$ cat src/rtl/mem_array_ctrl_pkg.sv
// Shared types and defaults for the memory-array access controller.
// The state encoding is fixed so the controller can mirror it as plain logic constants.
package mem_array_pkg;

    localparam int ADDR_W_DEF = 3;
    localparam int DATA_W_DEF = 4;
    localparam int ROWS       = 2**ADDR_W_DEF;

    typedef enum logic [2:0] {
        S_IDLE = 3'd0,
        S_PRE  = 3'd1,
        S_WL   = 3'd2,
        S_DONE = 3'd3,
        S_VPRE = 3'd4,
        S_VWL  = 3'd5
    } state_e;

endpackage

$ cat src/rtl/mem_array_ctrl_if.sv
// Host request/response and array-side signals of the access controller.
// slave = controller side; master = host plus array model side.
interface mem_array_ctrl_if
    import mem_array_pkg::*;
#(
    parameter int ADDR_W = ADDR_W_DEF,
    parameter int DATA_W = DATA_W_DEF
);
    logic                   req_valid;
    logic                   req_ready;
    logic                   req_we;
    logic [ADDR_W-1:0]      req_addr;
    logic [DATA_W-1:0]      req_wdata;
    logic                   rsp_valid;
    logic [DATA_W-1:0]      rsp_rdata;
    logic                   rsp_err;
    logic                   arr_pre;
    logic [2**ADDR_W-1:0]   arr_sel;
    logic                   arr_we;
    logic [DATA_W-1:0]      arr_wdata;
    logic                   arr_sense;
    logic [DATA_W-1:0]      arr_rdata;

    modport slave (
        input  req_valid, req_we, req_addr, req_wdata, arr_rdata,
        output req_ready, rsp_valid, rsp_rdata, rsp_err,
               arr_pre, arr_sel, arr_we, arr_wdata, arr_sense
    );

    modport master (
        output req_valid, req_we, req_addr, req_wdata, arr_rdata,
        input  req_ready, rsp_valid, rsp_rdata, rsp_err,
               arr_pre, arr_sel, arr_we, arr_wdata, arr_sense
    );

endinterface

$ cat src/rtl/mem_array_ctrl_row_decoder.sv
// Registered one-hot word-line decoder: o_sel follows i_en/i_addr one cycle later.
// Cleared asynchronously so word lines drop the instant reset asserts.
module mem_row_decoder
    import mem_array_pkg::*;
#(
    parameter int ADDR_W = ADDR_W_DEF
) (
    input  logic                  clk,
    input  logic                  rst_n,
    input  logic                  i_en,
    input  logic [ADDR_W-1:0]     i_addr,
    output logic [2**ADDR_W-1:0]  o_sel
);
    localparam int N_ROWS = 2**ADDR_W;

    logic [N_ROWS-1:0] r_sel;

    always_ff @(posedge clk or negedge rst_n) begin
        if (!rst_n) begin
            r_sel <= '0;
        end else if (i_en) begin
            r_sel <= N_ROWS'(1) << i_addr;
        end else begin
            r_sel <= '0;
        end
    end

    assign o_sel = r_sel;

endmodule

$ cat src/rtl/mem_array_ctrl.sv
// Single-access sequencer for the row array: precharge, word line, then write-drive or sense; rsp_valid PRE_CYC+WL_CYC+1 cycles after accept.
// req_ready only in IDLE; MEM_ARRAY_CTRL_WRITE_VERIFY_EN adds a precharge+read-back verify pass after writes.
module mem_array_ctrl
    import mem_array_pkg::*;
#(
    parameter int ADDR_W  = ADDR_W_DEF,
    parameter int DATA_W  = DATA_W_DEF,
    parameter int PRE_CYC = 1,
    parameter int WL_CYC  = 2
) (
    input  logic          clk,
    input  logic          rst_n,
    mem_array_ctrl_if.slave bus
);
    localparam logic [2:0] ST_IDLE = S_IDLE;
    localparam logic [2:0] ST_PRE  = S_PRE;
    localparam logic [2:0] ST_WL   = S_WL;
    localparam logic [2:0] ST_DONE = S_DONE;
    localparam logic [2:0] ST_VPRE = S_VPRE;
    localparam logic [2:0] ST_VWL  = S_VWL;

    localparam int MAX_CYC = (PRE_CYC > WL_CYC) ? PRE_CYC : WL_CYC;
    localparam int CNT_W   = (MAX_CYC > 1) ? $clog2(MAX_CYC) : 1;

    logic [2:0]         r_state;
    logic [2:0]         w_state_nxt;
    logic [CNT_W-1:0]   r_cnt;
    logic               r_we;
    logic [ADDR_W-1:0]  r_addr;
    logic [DATA_W-1:0]  r_wdata;
    logic [DATA_W-1:0]  r_rdata;
    logic               w_cnt_zero;
    logic               w_accept;
    logic               w_wl_nxt;
    logic               w_arr_we;

    assign w_cnt_zero = (r_cnt == '0);
    assign w_accept   = bus.req_valid && (r_state == ST_IDLE);

    always_comb begin
        w_state_nxt = r_state;
        case (r_state)
            ST_IDLE: if (bus.req_valid) w_state_nxt = ST_PRE;
            ST_PRE:  if (w_cnt_zero)    w_state_nxt = ST_WL;
            ST_WL: begin
                if (w_cnt_zero) begin
`ifdef MEM_ARRAY_CTRL_WRITE_VERIFY_EN
                    w_state_nxt = r_we ? ST_VPRE : ST_DONE;
`else
                    w_state_nxt = ST_DONE;
`endif
                end
            end
            ST_DONE: w_state_nxt = ST_IDLE;
            ST_VPRE: if (w_cnt_zero)    w_state_nxt = ST_VWL;
            ST_VWL:  if (w_cnt_zero)    w_state_nxt = ST_DONE;
            default: w_state_nxt = ST_IDLE;
        endcase
    end

    // Counter reloads on every phase change and only counts down within a phase.
    always_ff @(posedge clk or negedge rst_n) begin
        if (!rst_n) begin
            r_state <= ST_IDLE;
            r_cnt   <= '0;
            r_we    <= 1'b0;
            r_addr  <= '0;
            r_wdata <= '0;
        end else begin
            r_state <= w_state_nxt;
            if (w_state_nxt != r_state) begin
                if ((w_state_nxt == ST_WL) || (w_state_nxt == ST_VWL)) begin
                    r_cnt <= CNT_W'(WL_CYC - 1);
                end else begin
                    r_cnt <= CNT_W'(PRE_CYC - 1);
                end
            end else if (!w_cnt_zero) begin
                r_cnt <= r_cnt - 1'b1;
            end
            if (w_accept) begin
                r_we    <= bus.req_we;
                r_addr  <= bus.req_addr;
                r_wdata <= bus.req_wdata;
            end
        end
    end

    always_ff @(posedge clk or negedge rst_n) begin
        if (!rst_n) begin
            r_rdata <= '0;
        end else if (r_state == ST_WL && w_cnt_zero && !r_we) begin
            r_rdata <= bus.arr_rdata;
`ifdef MEM_ARRAY_CTRL_WRITE_VERIFY_EN
        end else if (r_state == ST_VWL && w_cnt_zero) begin
            r_rdata <= bus.arr_rdata;
`endif
        end
    end

`ifdef MEM_ARRAY_CTRL_WRITE_VERIFY_EN
    logic r_err;

    always_ff @(posedge clk or negedge rst_n) begin
        if (!rst_n) begin
            r_err <= 1'b0;
        end else if (w_accept) begin
            r_err <= 1'b0;
        end else if (r_state == ST_VWL && w_cnt_zero) begin
            r_err <= (bus.arr_rdata != r_wdata);
        end
    end

    assign bus.rsp_err = (r_state == ST_DONE) && r_err;
`else
    assign bus.rsp_err = 1'b0;
`endif

    // Word lines are registered, so the decoder is fed the upcoming state.
    assign w_wl_nxt = (w_state_nxt == ST_WL) || (w_state_nxt == ST_VWL);

    mem_row_decoder #(.ADDR_W(ADDR_W)) u_dec (
        .clk    (clk),
        .rst_n  (rst_n),
        .i_en   (w_wl_nxt),
        .i_addr (r_addr),
        .o_sel  (bus.arr_sel)
    );

    assign w_arr_we      = (r_state == ST_WL) && r_we;
    assign bus.req_ready = (r_state == ST_IDLE);
    assign bus.rsp_valid = (r_state == ST_DONE);
    assign bus.rsp_rdata = r_rdata;
    assign bus.arr_pre   = (r_state == ST_PRE) || (r_state == ST_VPRE);
    assign bus.arr_we    = w_arr_we;
    assign bus.arr_wdata = w_arr_we ? r_wdata : '0;
    assign bus.arr_sense = ((r_state == ST_WL) && !r_we) || (r_state == ST_VWL);

endmodule

$ cat src/flat_wrapper.sv
// flat-port wrapper written by rule: the top's interface ports become plain ports
module mem_array_ctrl_flat import mem_array_pkg::*;
#(
    parameter int ADDR_W  = ADDR_W_DEF,
    parameter int DATA_W  = DATA_W_DEF,
    parameter int PRE_CYC = 1,
    parameter int WL_CYC  = 2
)
  (clk, rst_n, bus_req_valid, bus_req_we, bus_req_addr, bus_req_wdata, bus_arr_rdata, bus_req_ready, bus_rsp_valid, bus_rsp_rdata, bus_rsp_err, bus_arr_pre, bus_arr_sel, bus_arr_we, bus_arr_wdata, bus_arr_sense);
  mem_array_ctrl_if #(.ADDR_W(ADDR_W), .DATA_W(DATA_W)) bus_i ();
  input  logic clk;
  input  logic rst_n;
  input wire logic [$bits(bus_i.req_valid)-1:0] bus_req_valid;
  input wire logic [$bits(bus_i.req_we)-1:0] bus_req_we;
  input wire logic [$bits(bus_i.req_addr)-1:0] bus_req_addr;
  input wire logic [$bits(bus_i.req_wdata)-1:0] bus_req_wdata;
  input wire logic [$bits(bus_i.arr_rdata)-1:0] bus_arr_rdata;
  output wire logic [$bits(bus_i.req_ready)-1:0] bus_req_ready;
  output wire logic [$bits(bus_i.rsp_valid)-1:0] bus_rsp_valid;
  output wire logic [$bits(bus_i.rsp_rdata)-1:0] bus_rsp_rdata;
  output wire logic [$bits(bus_i.rsp_err)-1:0] bus_rsp_err;
  output wire logic [$bits(bus_i.arr_pre)-1:0] bus_arr_pre;
  output wire logic [$bits(bus_i.arr_sel)-1:0] bus_arr_sel;
  output wire logic [$bits(bus_i.arr_we)-1:0] bus_arr_we;
  output wire logic [$bits(bus_i.arr_wdata)-1:0] bus_arr_wdata;
  output wire logic [$bits(bus_i.arr_sense)-1:0] bus_arr_sense;
  assign bus_i.req_valid = bus_req_valid;
  assign bus_i.req_we = bus_req_we;
  assign bus_i.req_addr = bus_req_addr;
  assign bus_i.req_wdata = bus_req_wdata;
  assign bus_i.arr_rdata = bus_arr_rdata;
  assign bus_req_ready = bus_i.req_ready;
  assign bus_rsp_valid = bus_i.rsp_valid;
  assign bus_rsp_rdata = bus_i.rsp_rdata;
  assign bus_rsp_err = bus_i.rsp_err;
  assign bus_arr_pre = bus_i.arr_pre;
  assign bus_arr_sel = bus_i.arr_sel;
  assign bus_arr_we = bus_i.arr_we;
  assign bus_arr_wdata = bus_i.arr_wdata;
  assign bus_arr_sense = bus_i.arr_sense;
  mem_array_ctrl #(.ADDR_W(ADDR_W), .DATA_W(DATA_W), .PRE_CYC(PRE_CYC), .WL_CYC(WL_CYC)) u_core (.clk(clk), .rst_n(rst_n), .bus(bus_i));
endmodule
$ cat config.mk
export PLATFORM = sky130hd
export DESIGN_NAME = mem_array_ctrl_flat
export DESIGN_NICKNAME = d
export VERILOG_FILES = /design/src/rtl/mem_array_ctrl_pkg.sv /design/src/rtl/mem_array_ctrl_if.sv /design/src/rtl/mem_array_ctrl_row_decoder.sv /design/src/rtl/mem_array_ctrl.sv /design/src/flat_wrapper.sv
export SDC_FILE = /design/constraint.sdc
export NUM_CORES = 1
export LEC_CHECK = 0
export ABC_AREA = 1
export CAP_MARGIN = 20
export CORE_AREA = 2 2 52 54
export CTS_BUF_LIST = sky130_fd_sc_hd__clkbuf_2 sky130_fd_sc_hd__clkbuf_4 sky130_fd_sc_hd__clkbuf_8
export DETAILED_ROUTE_END_ITERATION = 7
export DIE_AREA = 0 0 54 56
export GPL_TIMING_DRIVEN = 0
export PLACE_DENSITY = 0.87
export SETUP_SLACK_MARGIN = 0.02
export SYNTH_ARGS = -nofsm -noshare
export SYNTH_HDL_FRONTEND = slang
export SYNTH_SLANG_ARGS = --single-unit
export TNS_END_PERCENT = 20
$ cat constraint.sdc
create_clock -name clk -period 1.66 [get_ports clk]
set_clock_uncertainty 0.05 [all_clocks]
set_input_delay 0.249 -clock clk [delete_from_list [all_inputs] [get_ports clk]]
set_output_delay 0.249 -clock clk [all_outputs]
set_load 0.05 [all_outputs]
==> parameters.txt, run 1 <==
Parameter                              Value

GRT
  Remaining global-route overflow ... 0
  Initial antenna violation count ... 0
  Pin count of the biggest net entering global routing ... 25
  Global-route wire length before repair ... 4130 µm
  Vias in the first global route ... 954
  Global-route total usage across every layer ... 18.4%

Layout
  Post-route cell area ... 1580 µm²
  Net total in the final layout ... 174
  Final core utilization ... 65.1%
  Share of cells above drive strength 1 ... 29.7%
  Inserted Diodes ... 0
  # fillers ... 206
  Multi-input gate area ... 429 µm²
  Footprint of the flip-flops and latches ... 604 µm²
  Area growth, synth to finish ... 52.0%

STA
  Setup repair after global routing missed its margin ... yes
  Slew Viols, Final ... 0
  Number of failing hold endpoints at the final stage ... 0
  Fin crit period ... 1890 ps
  Final period utilization ... 114%
  Achievable frequency ... 0.528 GHz
  Number of failing setup endpoints in the final timing report ... 7
  Post-route setup slack ... -234 ps

Worst setup path
  Required @ worst endpoint ... 1360 ps
  Critical register-to-register path endpoint ... u_core.u_dec.o_sel[5]$_DFF_PN0_
  Crit path max fanout ... 4
  Start point of the critical path ... u_core.r_state[0]$_DFF_PN0_
  Worst setup endpoint ... bus_arr_wdata[1]
  Type of origin of the critical path ... flip-flop
  Register-to-register setup slack ... 120 ps
  Worst R2R Path Depth ... 8
  Critical path data arrival time ... 1600 ps
  Beginning of the worst register-to-register path ... u_core.r_state[1]$_DFF_PN0_
  Endpoint type of the worst setup path ... output port
  Crit path kind ... flip-flop to output port

CTS
  Number of buffers added by the clock tree synthesis step ... 3
  Maximum count of clock buffers along a single path ... 2
  Clock tree root buffer cell ... clkbuf_4
  Number of hold-repair buffers added at the cts stage ... 0
  Clock transition at the registers of the reported paths ... 130 ps
  Sink count of the clock tree ... 24
  Number of levels the H-tree was split into ... 1
  Clock network latency to the later pin of the worst-skew pair ... 310 ps
  CTS tree ... done

Job
  Max_cap viols ... 0

Synthesis
  Seq cells post-synth ... 24
  Cell accounting for the most synthesized area ... dfrtp_1
  Number of distinct library cells after synthesis ... 20
  Netlist Area Pre-Place ... 1040 µm²
  Yosys warns ... 0
  Mapped Nets ... 128
  Largest cells by area after synthesis ... dfrtp_1, nor2_1, inv_1
  Number of synthesized flops with an enable pin ... 0
  Top cell types by occurrence after synthesis ... dfrtp_1, nor2_1, inv_1
  Cell count after synthesis ... 113
  Mean instance size in the synthesized netlist ... 9.21 µm²
  Main synth FF type ... dfrtp_1
  Area share of the leading cell type in the synthesized netlist ... 57.7%
  Async S/R FF share, synth ... 100%
  Post-synthesis sequential area ratio ... 57.7%

Drt
  DRC violations left ... 0
  Detailed Route WL ... 2370 µm
  Post-DR wirelength/cell ... 12.6 µm
  Antenna Nets Post-Route ... 0
  Drt first pass iters ... 4
  Number of DRC violations after detailed-routing iteration 0 ... 29
  Via density ... 4.87
  Vias ... 916

Worst hold path
  Hold/Removal Path Class ... primary input to async pin

Power
  Leakage power ... 0.788 nW
  Part of the total power dissipated in sequential elements ... 29.0%
  Switching Power ... 1.73 mW
  Share of total power in the clock network ... 9.0%
  Worst supply voltage drop on vdd ... 1740 µV
  Combinational power share ... 62.0%
  Ratio of total power to cell area ... 2120 nW/µm²
  Share of total power consumed by net switching ... 51.6%
  P_int ... 1.62 mW

Die
  Height of the die ... 56 µm
  Core box area ... 2430 µm²
  Floorplan row count ... 18
  Starting density of the core ... 42.8%
  Count of boundary I/O pins ... 37
  Die span in x ... 54 µm
  Die Footprint ... 3020 µm²

Placement
  I/O Buffers ... 35
  Weighted congestion at the end of routability-driven global placement ... 0.849
  Placed Area ... 1470 µm²
  Placed wire-length estimate ... 1740 µm

Outcome
  Status ... complete, but fails checks
  Failing checks ... setup timing
cell type report:
type,count,share of cell area [%]
plain buffers,2,0.791
clock buffers,4,2.29
flip-flops and latches,24,38.2
repair buffers,41,25.5
well taps,30,2.37
inverters,15,3.79
multi-input cells,72,27.1
worst min path at each step:
| stage | cells after the start | endpoint | startpoint | slack, ps |
|---|---|---|---|---|
| 2_1_floorplan | 0 | u_core.bus.rsp_rdata[0]$_DFFE_PN0P_ | rst_n | -100 |
| 3_3_place_gp | 1 | u_core.bus.rsp_rdata[2]$_DFFE_PN0P_ | u_core.bus.rsp_rdata[2]$_DFFE_PN0P_ | 440 |
| 3_5_place_dp | 1 | u_core.bus.rsp_rdata[1]$_DFFE_PN0P_ | u_core.bus.rsp_rdata[1]$_DFFE_PN0P_ | 450 |
| 4_1_cts | 3 | u_core.r_wdata[2]$_DFFE_PN0P_ | bus_req_wdata[2] | 450 |
| 5_1_grt | 1 | u_core.r_we$_DFFE_PN0P_ | rst_n | 180 |
| 6_report | 1 | u_core.bus.rsp_rdata[3]$_DFFE_PN0P_ | rst_n | 170 |
worst max-delay path, stage by stage, from the launching register on:
cell        delay [ps]
dfrtp_2            450
nor2_4             140
nand2_4             70
nor2_4             140
clkinvlp_4         200
nor2_4             140
buf_8              150
state kept, by name, summed over array words and instances, names as in the netlist:
signal / count
u_core.r_addr: 3
u_core.r_state: 3
u_core.u_dec.o_sel: 8
u_core.bus.rsp_rdata: 4
u_core.r_cnt: 1
u_core.r_wdata: 4
u_core.r_we: 1
metrics by stage:
step	setup TNS [ps]	worst slack [ps]	total power [mW]	hold WS [ps]	cells
final	-1260	-234	3.35	173	188
after global routing	-1780	-298	3.57	182	188
after CTS	-1200	-249	3.28	450	186
after detailed placement	-3610	-589	2.96	455	178
after global placement	-3280	-544	2.89	440	178
after floorplan	-1110	-183	2.38	-96.6	113
logic make-up (layout without fill, tap and decap cells):
family / after synthesis / after routing / share of synthesized area (%)
AND/OR/NAND/NOR: 54 / 54 / 23.9
flip-flops: 24 / 24 / 57.7
buffers and inverters: 17 / 62 / 6.61
AO/OA/AOI/OAI: 13 / 13 / 7.09
multiplexers: 4 / 4 / 4.33
other: 1 / 1 / 0.360
layout by cell type (no fill, tap or decap), drive strengths merged:
master / count
inv: 14
dlygate4sd2: 12
nand4: 1
conb: 1
clkinvlp: 1
nor2: 26
nand2: 16
dfrtp: 24
o22ai: 2
o211ai: 1
buf: 17
a21oi: 10
clkdlybuf4s50: 14
nor3: 2
nand3: 9
mux2: 4
clkbuf: 4
metal layers:
| layer | global-route usage (%) | part of all wire, % | up-vias |
|---|---|---|---|
| met5 | 0 | 0 | - |
| met4 | 5.71 | 0.72 | 0 |
| met3 | 3.49 | 6.7 | 2 |
| met2 | 32.1 | 53 | 38 |
| met1 | 22.1 | 39 | 428 |
| li1 | - | - | 448 |
power groups by stage:
stage          logic (mW)  registers (mW)  clock network, mW
2_1_floorplan        1.07            1.31                  0
3_3_place_gp         1.92           0.967                  0
3_5_place_dp         1.97           0.985                  0
4_1_cts              2.02           0.960              0.309
5_1_grt              2.23            1.00              0.335
6_report             2.08           0.973              0.303
timing repair:
action / CTS / global route
setup endpoints to repair: 21 / 11
pin swaps: 3 / 5
buffers inserted: 4 / 1
gates resized for setup: 76 / 6
hold endpoints to repair: 0 / 0
No activity file was read; power rests on OpenSTA's default activity.
==> inputs of run 2 (changes only) <==
- SLEW_MARGIN: not set -> 20
==> parameters.txt, run 2 (synthesis gave the netlist of run 1 again) <==
Parameter                              Value

Outcome
  Status ... complete, but fails checks
  Failing checks ... setup timing

Power
  Leakage power ... 0.785 nW (-0.41%)
  Ratio of total power to cell area ... 2130 nW/µm² (+0.41%)
  Worst supply voltage drop on vdd ... 1720 µV (-1.3%)

Worst setup path
  CP max stage delay ... 450 ps (about the same)
  Cell seen most often among critical-path stages ... nor2_4
  Worst R2R Path Depth ... 8 (unchanged)
  Required @ worst endpoint ... 1360 ps (about the same)
  Type of origin of the critical path ... flip-flop
  Crit-path cells ... nor2_4, nand2_4, nor2_4, clkinvlp_4, nor2_4, buf_8
  Beginning of the worst register-to-register path ... u_core.r_state[1]$_DFF_PN0_
  Register-to-register setup slack ... 120 ps (about the same)
  Crit path kind ... flip-flop to output port
  Endpoint type of the worst setup path ... output port
  Slowest stage cell, crit path ... dfrtp_2
  Critical register-to-register path endpoint ... u_core.u_dec.o_sel[0]$_DFF_PN0_
  Crit path max fanout ... 4 (unchanged)
  Critical path data arrival time ... 1590 ps (about the same)

Die
  Die Footprint ... 3020 µm² (unchanged)
  Core box area ... 2430 µm² (unchanged)
  Starting density of the core ... 42.8% (unchanged)
  Die span in x ... 54 µm (unchanged)
  Height of the die ... 56 µm (unchanged)
  Floorplan row count ... 18 (unchanged)
  Count of boundary I/O pins ... 37 (unchanged)

CTS
  Maximum count of clock buffers along a single path ... 2 (unchanged)
  Clock transition at the registers of the reported paths ... 130 ps (about the same)
  Clock network latency to the later pin of the worst-skew pair ... 300 ps (about the same)
  Number of levels the H-tree was split into ... 1 (unchanged)
  CTS tree ... done
  Number of buffers added by the clock tree synthesis step ... 3 (unchanged)
  Clock tree root buffer cell ... clkbuf_4
  Sink count of the clock tree ... 24 (unchanged)

Layout
  Most common cell after layout, fill and taps aside ... dfrtp_1
  Most frequent cells in the layout ... dfrtp_1, nor2_1, clkdlybuf4s50_1
  Final core utilization ... 64.7% (-0.41 points)
  Post-route cell area ... 1570 µm² (-0.63%)
  Max FFs per register ... 8 (unchanged)
  Area growth, synth to finish ... 51.1%
  Share of cells above drive strength 1 ... 29.7% (unchanged)
  Inserted Diodes ... 0 (unchanged)
  Net total in the final layout ... 174 (unchanged)

Drt
  Post-DR wirelength/cell ... 12.6 µm (-0.21%)
  Via density ... 4.94 (+1.4%)
  DRC violations left ... 0 (unchanged)
  Antenna Nets Post-Route ... 0 (unchanged)
  Number of DRC violations after detailed-routing iteration 0 ... 25 (-14%)
  Vias ... 929 (+1.4%)
  Detailed Route WL ... 2370 µm (-0.21%)
  Drt first pass iters ... 6 (+2)

GRT
  Global-route wire length before repair ... 4130 µm (unchanged)
  Global-route total usage across every layer ... 18.4% (unchanged)
  Pin count of the biggest net entering global routing ... 25 (unchanged)
  Remaining global-route overflow ... 0 (unchanged)
  Initial antenna violation count ... 0 (unchanged)
  Vias in the first global route ... 954 (unchanged)

Placement
  Weighted congestion at the end of routability-driven global placement ... 0.849 (unchanged)
  I/O Buffers ... 35 (unchanged)
  Placed wire-length estimate ... 1740 µm (unchanged)
  Placed Area ... 1470 µm² (unchanged)

STA
  Worst slew margin ... 65.4%
  Final period utilization ... 114% (-0.33 points)
  Slew Viols, Final ... 0 (unchanged)
  Worst hold slack ... 386 ps (+213 ps)
  Post-route setup slack ... -229 ps (+5.45 ps)
  Number of failing setup endpoints in the final timing report ... 7 (unchanged)
  Fin crit period ... 1890 ps (-5.45 ps)
  Final setup TNS ... -1230 ps (+31.3 ps)
  Transition at the pin with the smallest max-transition slack ... 519 ps
  Setup repair after global routing missed its margin ... yes
  Number of failing hold endpoints at the final stage ... 0 (unchanged)
  Achievable frequency ... 0.529 GHz (+0.29%)

Worst hold path
  Hold/Removal Path Class ... primary input to async pin

Job
  Max_cap viols ... 0 (unchanged)
run 2: cell count changes in the layout (fill, tap and decap cells not counted), sizes merged:
| cell | before | now |
|---|---|---|
| dlygate4sd3 | 0 | 1 |
| clkdlybuf4s50 | 14 | 13 |
run 2: report_power, final:
part,switching [mW],internal (mW)
clock,0.165,0.134
sequential,0.158,0.815
combinational,1.40,0.671
total,1.73,1.62
run 2: area by class of cell:
class                           instances  area (µm²)
Fill cell                             206         860
Tap cell                               30        37.5
Buffer                                  2        12.5
Inverter                               15        60.1
Clock buffer                            4        36.3
Multi-Input combinational cell         72         429
Timing Repair Buffer                   41         393
Sequential cell                        24         604
run 2: worst max path at each step:
stage	end	depth (start not counted)	slack, ps	startpoint
2_1_floorplan	bus_req_ready	1	-180	u_core.r_state[2]$_DFF_PN0_
3_3_place_gp	bus_arr_wdata[2]	6	-540	u_core.r_state[2]$_DFF_PN0_
3_5_place_dp	bus_arr_wdata[1]	6	-590	u_core.r_state[2]$_DFF_PN0_
4_1_cts	bus_arr_wdata[1]	6	-250	u_core.r_state[2]$_DFF_PN0_
5_1_grt	bus_arr_wdata[1]	6	-300	u_core.r_state[0]$_DFF_PN0_
6_report	bus_arr_wdata[1]	6	-230	u_core.r_state[0]$_DFF_PN0_
run 2: per-layer routing:
| layer | share of wire (%) | track usage [%] |
|---|---|---|
| met1 | 37 | 22.1 |
| met2 | 54 | 32.1 |
| met3 | 7.3 | 3.49 |
| met4 | 1.6 | 5.71 |
| met5 | 0 | 0 |
run 2: what timing repair did:
action | CTS | global route
setup endpoints to repair | 21 | 11
resized for setup | 76 | 6
setup buffers | 4 | 1
pin swaps | 3 | 5
endpoints found under the hold margin | 0 | 24
gates cloned | 0 | 0
hold buffers | 0 | 1
run 2: per-stage QoR:
step | instances | setup slack [ps] | power (mW)
5_1_grt | 188 | -298 | 3.57
4_1_cts | 186 | -249 | 3.28
3_5_place_dp | 178 | -589 | 2.96
6_report | 188 | -229 | 3.35
2_1_floorplan | 113 | -183 | 2.38
3_3_place_gp | 178 | -544 | 2.89
run 2: critical path: cells and delay by family (launching register included):
family | cells | cell delay [ps]
simple gates | 4 | 490
buf+inv | 2 | 350
flops | 1 | 450
==> inputs of run 3 (changes only) <==
- ABC_AREA: 1 -> not set
- CORE_AREA: 2 2 52 54 -> 2 2 51 53
- DIE_AREA: 0 0 54 56 -> 0 0 53 55
- PLACE_DENSITY: 0.87 -> 0.91
==> parameters.txt, run 3 <==
Parameter                              Value

Worst setup path
  Worst setup endpoint ... bus_arr_wdata[0]
  Beginning of the worst register-to-register path ... u_core.r_state[2]$_DFF_PN0_
  Crit path kind ... flip-flop to output port
  Worst R2R Path Depth ... 3 (-5)
  Crit path max fanout ... 5 (+1)
  Critical register-to-register path endpoint ... u_core.bus.rsp_rdata[3]$_DFFE_PN0P_
  Type of origin of the critical path ... flip-flop
  Register-to-register setup slack ... -50 ps (-170 ps)
  Endpoint type of the worst setup path ... output port
  Critical path data arrival time ... 1580 ps (about the same)
  Start point of the critical path ... u_core.r_state[0]$_DFF_PN0_
  Required @ worst endpoint ... 1360 ps (about the same)

Die
  Core box area ... 2360 µm² (-2.8%)
  Count of boundary I/O pins ... 37 (unchanged)
  Die Footprint ... 2920 µm² (-3.6%)
  Die span in x ... 53 µm (-1.9%)
  Height of the die ... 55 µm (-1.8%)
  Floorplan row count ... 18 (unchanged)
  Starting density of the core ... 44.8% (+2.0 points)

Layout
  Most common cell after layout, fill and taps aside ... dfrtp_1
  Most frequent cells in the layout ... dfrtp_1, clkdlybuf4s50_1, mux2_4, dlygate4sd2_1, buf_4
  Footprint of the flip-flops and latches ... 601 µm² (-0.62%)
  Max FFs per register ... 8 (unchanged)
  Share of cells above drive strength 1 ... 41.5% (+12 points)
  Area growth, synth to finish ... 62.8%
  Final core utilization ... 73.0% (+8.3 points)
  Net total in the final layout ... 146 (-16%)
  Multi-input gate area ... 558 µm² (+30%)
  # fillers ... 175 (-15%)
  Inserted Diodes ... 0 (unchanged)
  Non-filler cells in the finished layout ... 160 (-15%)

Synthesis
  Largest cells by area after synthesis ... dfrtp_1, mux2_2, mux2_4
  Mapped Nets ... 97 (-24%)
  Post-synthesis sequential area ratio ... 56.7% (-1.0 points)
  Number of distinct library cells after synthesis ... 25 (+25%)
  Yosys warns ... 0 (unchanged)
  Cell accounting for the most synthesized area ... dfrtp_1
  Main synth FF type ... dfrtp_1
  Async S/R FF share, synth ... 100% (unchanged)
  Top cell types by occurrence after synthesis ... dfrtp_1, mux2_2, buf_2
  Cell with the most instances after synthesis ... dfrtp_1
  Cell count after synthesis ... 82 (-27%)
  Mean instance size in the synthesized netlist ... 12.9 µm² (+40%)
  Area share of the leading cell type in the synthesized netlist ... 56.7% (-1.0 points)
  Seq cells post-synth ... 24 (unchanged)
  Netlist Area Pre-Place ... 1060 µm² (+1.8%)
  Number of synthesized flops with an enable pin ... 0 (unchanged)

Worst hold path
  Hold/Removal Path Class ... primary input to async pin

Power
  P_int ... 2.01 mW (+24%)
  Switching Power ... 1.53 mW (-12%)
  Combinational power share ... 59.3% (-2.7 points)
  Leakage power ... 0.822 nW (+4.8%)
  Worst supply voltage drop on vdd ... 1760 µV (+2.2%)
  Share of total power consumed by net switching ... 43.1% (-8.4 points)
  Share of total power in the clock network ... 12.2% (+3.3 points)
  Part of the total power dissipated in sequential elements ... 28.5% (-0.6 points)
  Ratio of total power to cell area ... 2050 nW/µm² (-3.6%)

CTS
  Clock tree root buffer cell ... clkbuf_4
  Clock transition at the registers of the reported paths ... 140 ps (about the same)
  Number of buffers added by the clock tree synthesis step ... 3 (unchanged)
  Number of levels the H-tree was split into ... 1 (unchanged)
  Sink count of the clock tree ... 24 (unchanged)
  Clock network latency to the later pin of the worst-skew pair ... 330 ps (+30 ps)
  CTS tree ... done
  Maximum count of clock buffers along a single path ... 2 (unchanged)

Drt
  Post-DR wirelength/cell ... 15.3 µm (+21%)
  Drt first pass iters ... 3 (-3)
  Vias ... 813 (-12%)
  Detailed Route WL ... 2450 µm (+3.3%)
  Number of DRC violations after detailed-routing iteration 0 ... 13 (-48%)
  Antenna Nets Post-Route ... 0 (unchanged)
  Via density ... 5.08 (+2.8%)
  DRC violations left ... 0 (unchanged)

GRT
  Remaining global-route overflow ... 0 (unchanged)
  Initial antenna violation count ... 0 (unchanged)
  Pin count of the biggest net entering global routing ... 25 (unchanged)
  Vias in the first global route ... 790 (-17%)
  Global-route total usage across every layer ... 17.8% (-0.58 points)
  Global-route wire length before repair ... 3630 µm (-12%)

Placement
  Number of placed instances, taps included ... 147 (-17%)
  Weighted congestion at the end of routability-driven global placement ... 0.752 (-11%)
  Placed wire-length estimate ... 1610 µm (-7.3%)
  I/O Buffers ... 35 (unchanged)

STA
  Achievable frequency ... 0.533 GHz (+0.65%)
  Setup repair after global routing missed its margin ... yes
  Number of failing setup endpoints in the final timing report ... 14 (+7)
  Final period utilization ... 113% (-0.74 points)
  Worst slew margin ... 66.6% (+1.2 points)
  Slew Viols, Final ... 0 (unchanged)
  Transition at the pin with the smallest max-transition slack ... 501 ps (-17.8 ps)
  Number of failing hold endpoints at the final stage ... 0 (unchanged)
  Fin crit period ... 1880 ps (-12.2 ps)
  Post-route setup slack ... -217 ps (+12.2 ps)

Outcome
  Failing checks ... setup timing
  Status ... complete, but fails checks

Job
  Max_cap viols ... 0 (unchanged)
==> run 3: cell types whose count changed after synthesis, moves of 4 or more <==
cell,delta
and3_1,+4
inv_1,-13
mux2_2,+4
a21oi_1,-9
nor2_1,-23
nor4b_1,+4
nand3_1,-7
buf_2,+4
mux2_4,+4
nand2_1,-10
o21ai_0,+4
==> run 3: through the flow <==
step	instance area (µm²)	total power, mW	setup TNS, ps	setup WS, ps	hold slack (ps)
after floorplan	1120	2.28	-1390	-161	-96.6
after detailed placement	1500	2.80	-4110	-643	442
final	1730	3.54	-1660	-217	347
after global routing	1730	3.72	-2750	-260	413
after CTS	1590	3.26	-1210	-158	443
after global placement	1500	2.73	-3750	-570	441
==> run 3: repair_timing <==
item                                    in CTS  in global routing
buffers inserted                             1                  7
endpoints found under the setup margin      29                 21
pin swaps                                    4                  7
endpoints found under the hold margin        0                 24
hold buffers                                 0                  1
resized for setup                           81                 14
cloned                                       0                  0
==> run 3: routing by layer <==
layer	GRT usage, %	wire length [µm]	vias up	part of all wire, %
li1	-	-	387	-
met1	21.4	1000	396	41
met3	2.96	138	3	5.6
met5	0	0	-	0
met4	7.69	35	0	1.4
met2	31.7	1270	27	52
==> run 3: worst min path at each step <==
stage	startpoint	end	slack, ps	cells past startpoint
global route	rst_n	u_core.u_dec.o_sel[1]$_DFF_PN0_	410	2
global placement	u_core.bus.rsp_rdata[3]$_DFFE_PN0P_	u_core.bus.rsp_rdata[3]$_DFFE_PN0P_	440	1
detailed placement	u_core.r_wdata[3]$_DFFE_PN0P_	u_core.r_wdata[3]$_DFFE_PN0P_	440	1
finish	rst_n	u_core.bus.rsp_rdata[2]$_DFFE_PN0P_	350	2
floorplan	rst_n	u_core.bus.rsp_rdata[0]$_DFFE_PN0P_	-100	0
CTS	rst_n	u_core.r_wdata[0]$_DFFE_PN0P_	440	1
==> run 3: worst max-delay path, cell delays in order (launching register included) <==
cell     delay, ps
dfrtp_1        440
buf_6          150
nor3b_4        280
and3_4         250
buf_8          140
==> run 3: area by class of cell <==
| type | count | area share (%) |
|---|---|---|
| flip-flops and latches | 24 | 34.8 |
| multi-input cells | 52 | 32.3 |
| repair buffers | 44 | 24.1 |
| plain buffers | 6 | 3.55 |
| well taps | 30 | 2.18 |
| clock inverters | 1 | 1.74 |
| clock buffers | 3 | 1.31 |
==> run 3: kinds of logic after synthesis <==
| logic type | after synthesis | synth area share [%] |
|---|---|---|
| flops | 24 | 56.7 |
| mux | 12 | 14.2 |
| xor+xnor | 2 | 1.65 |
| simple gates | 31 | 20.4 |
| other cells | 1 | 0.354 |
| compound gates | 6 | 3.66 |
| buf+inv | 6 | 3.07 |
==> run 3: power by group through the flow <==
stage	Clock [mW]	Combinational [mW]	Sequential, mW
6_report	0.433	2.10	1.01
5_1_grt	0.462	2.22	1.04
4_1_cts	0.427	1.85	0.989
3_5_place_dp	0	1.81	0.996
3_3_place_gp	0	1.75	0.980
2_1_floorplan	0	1.04	1.24
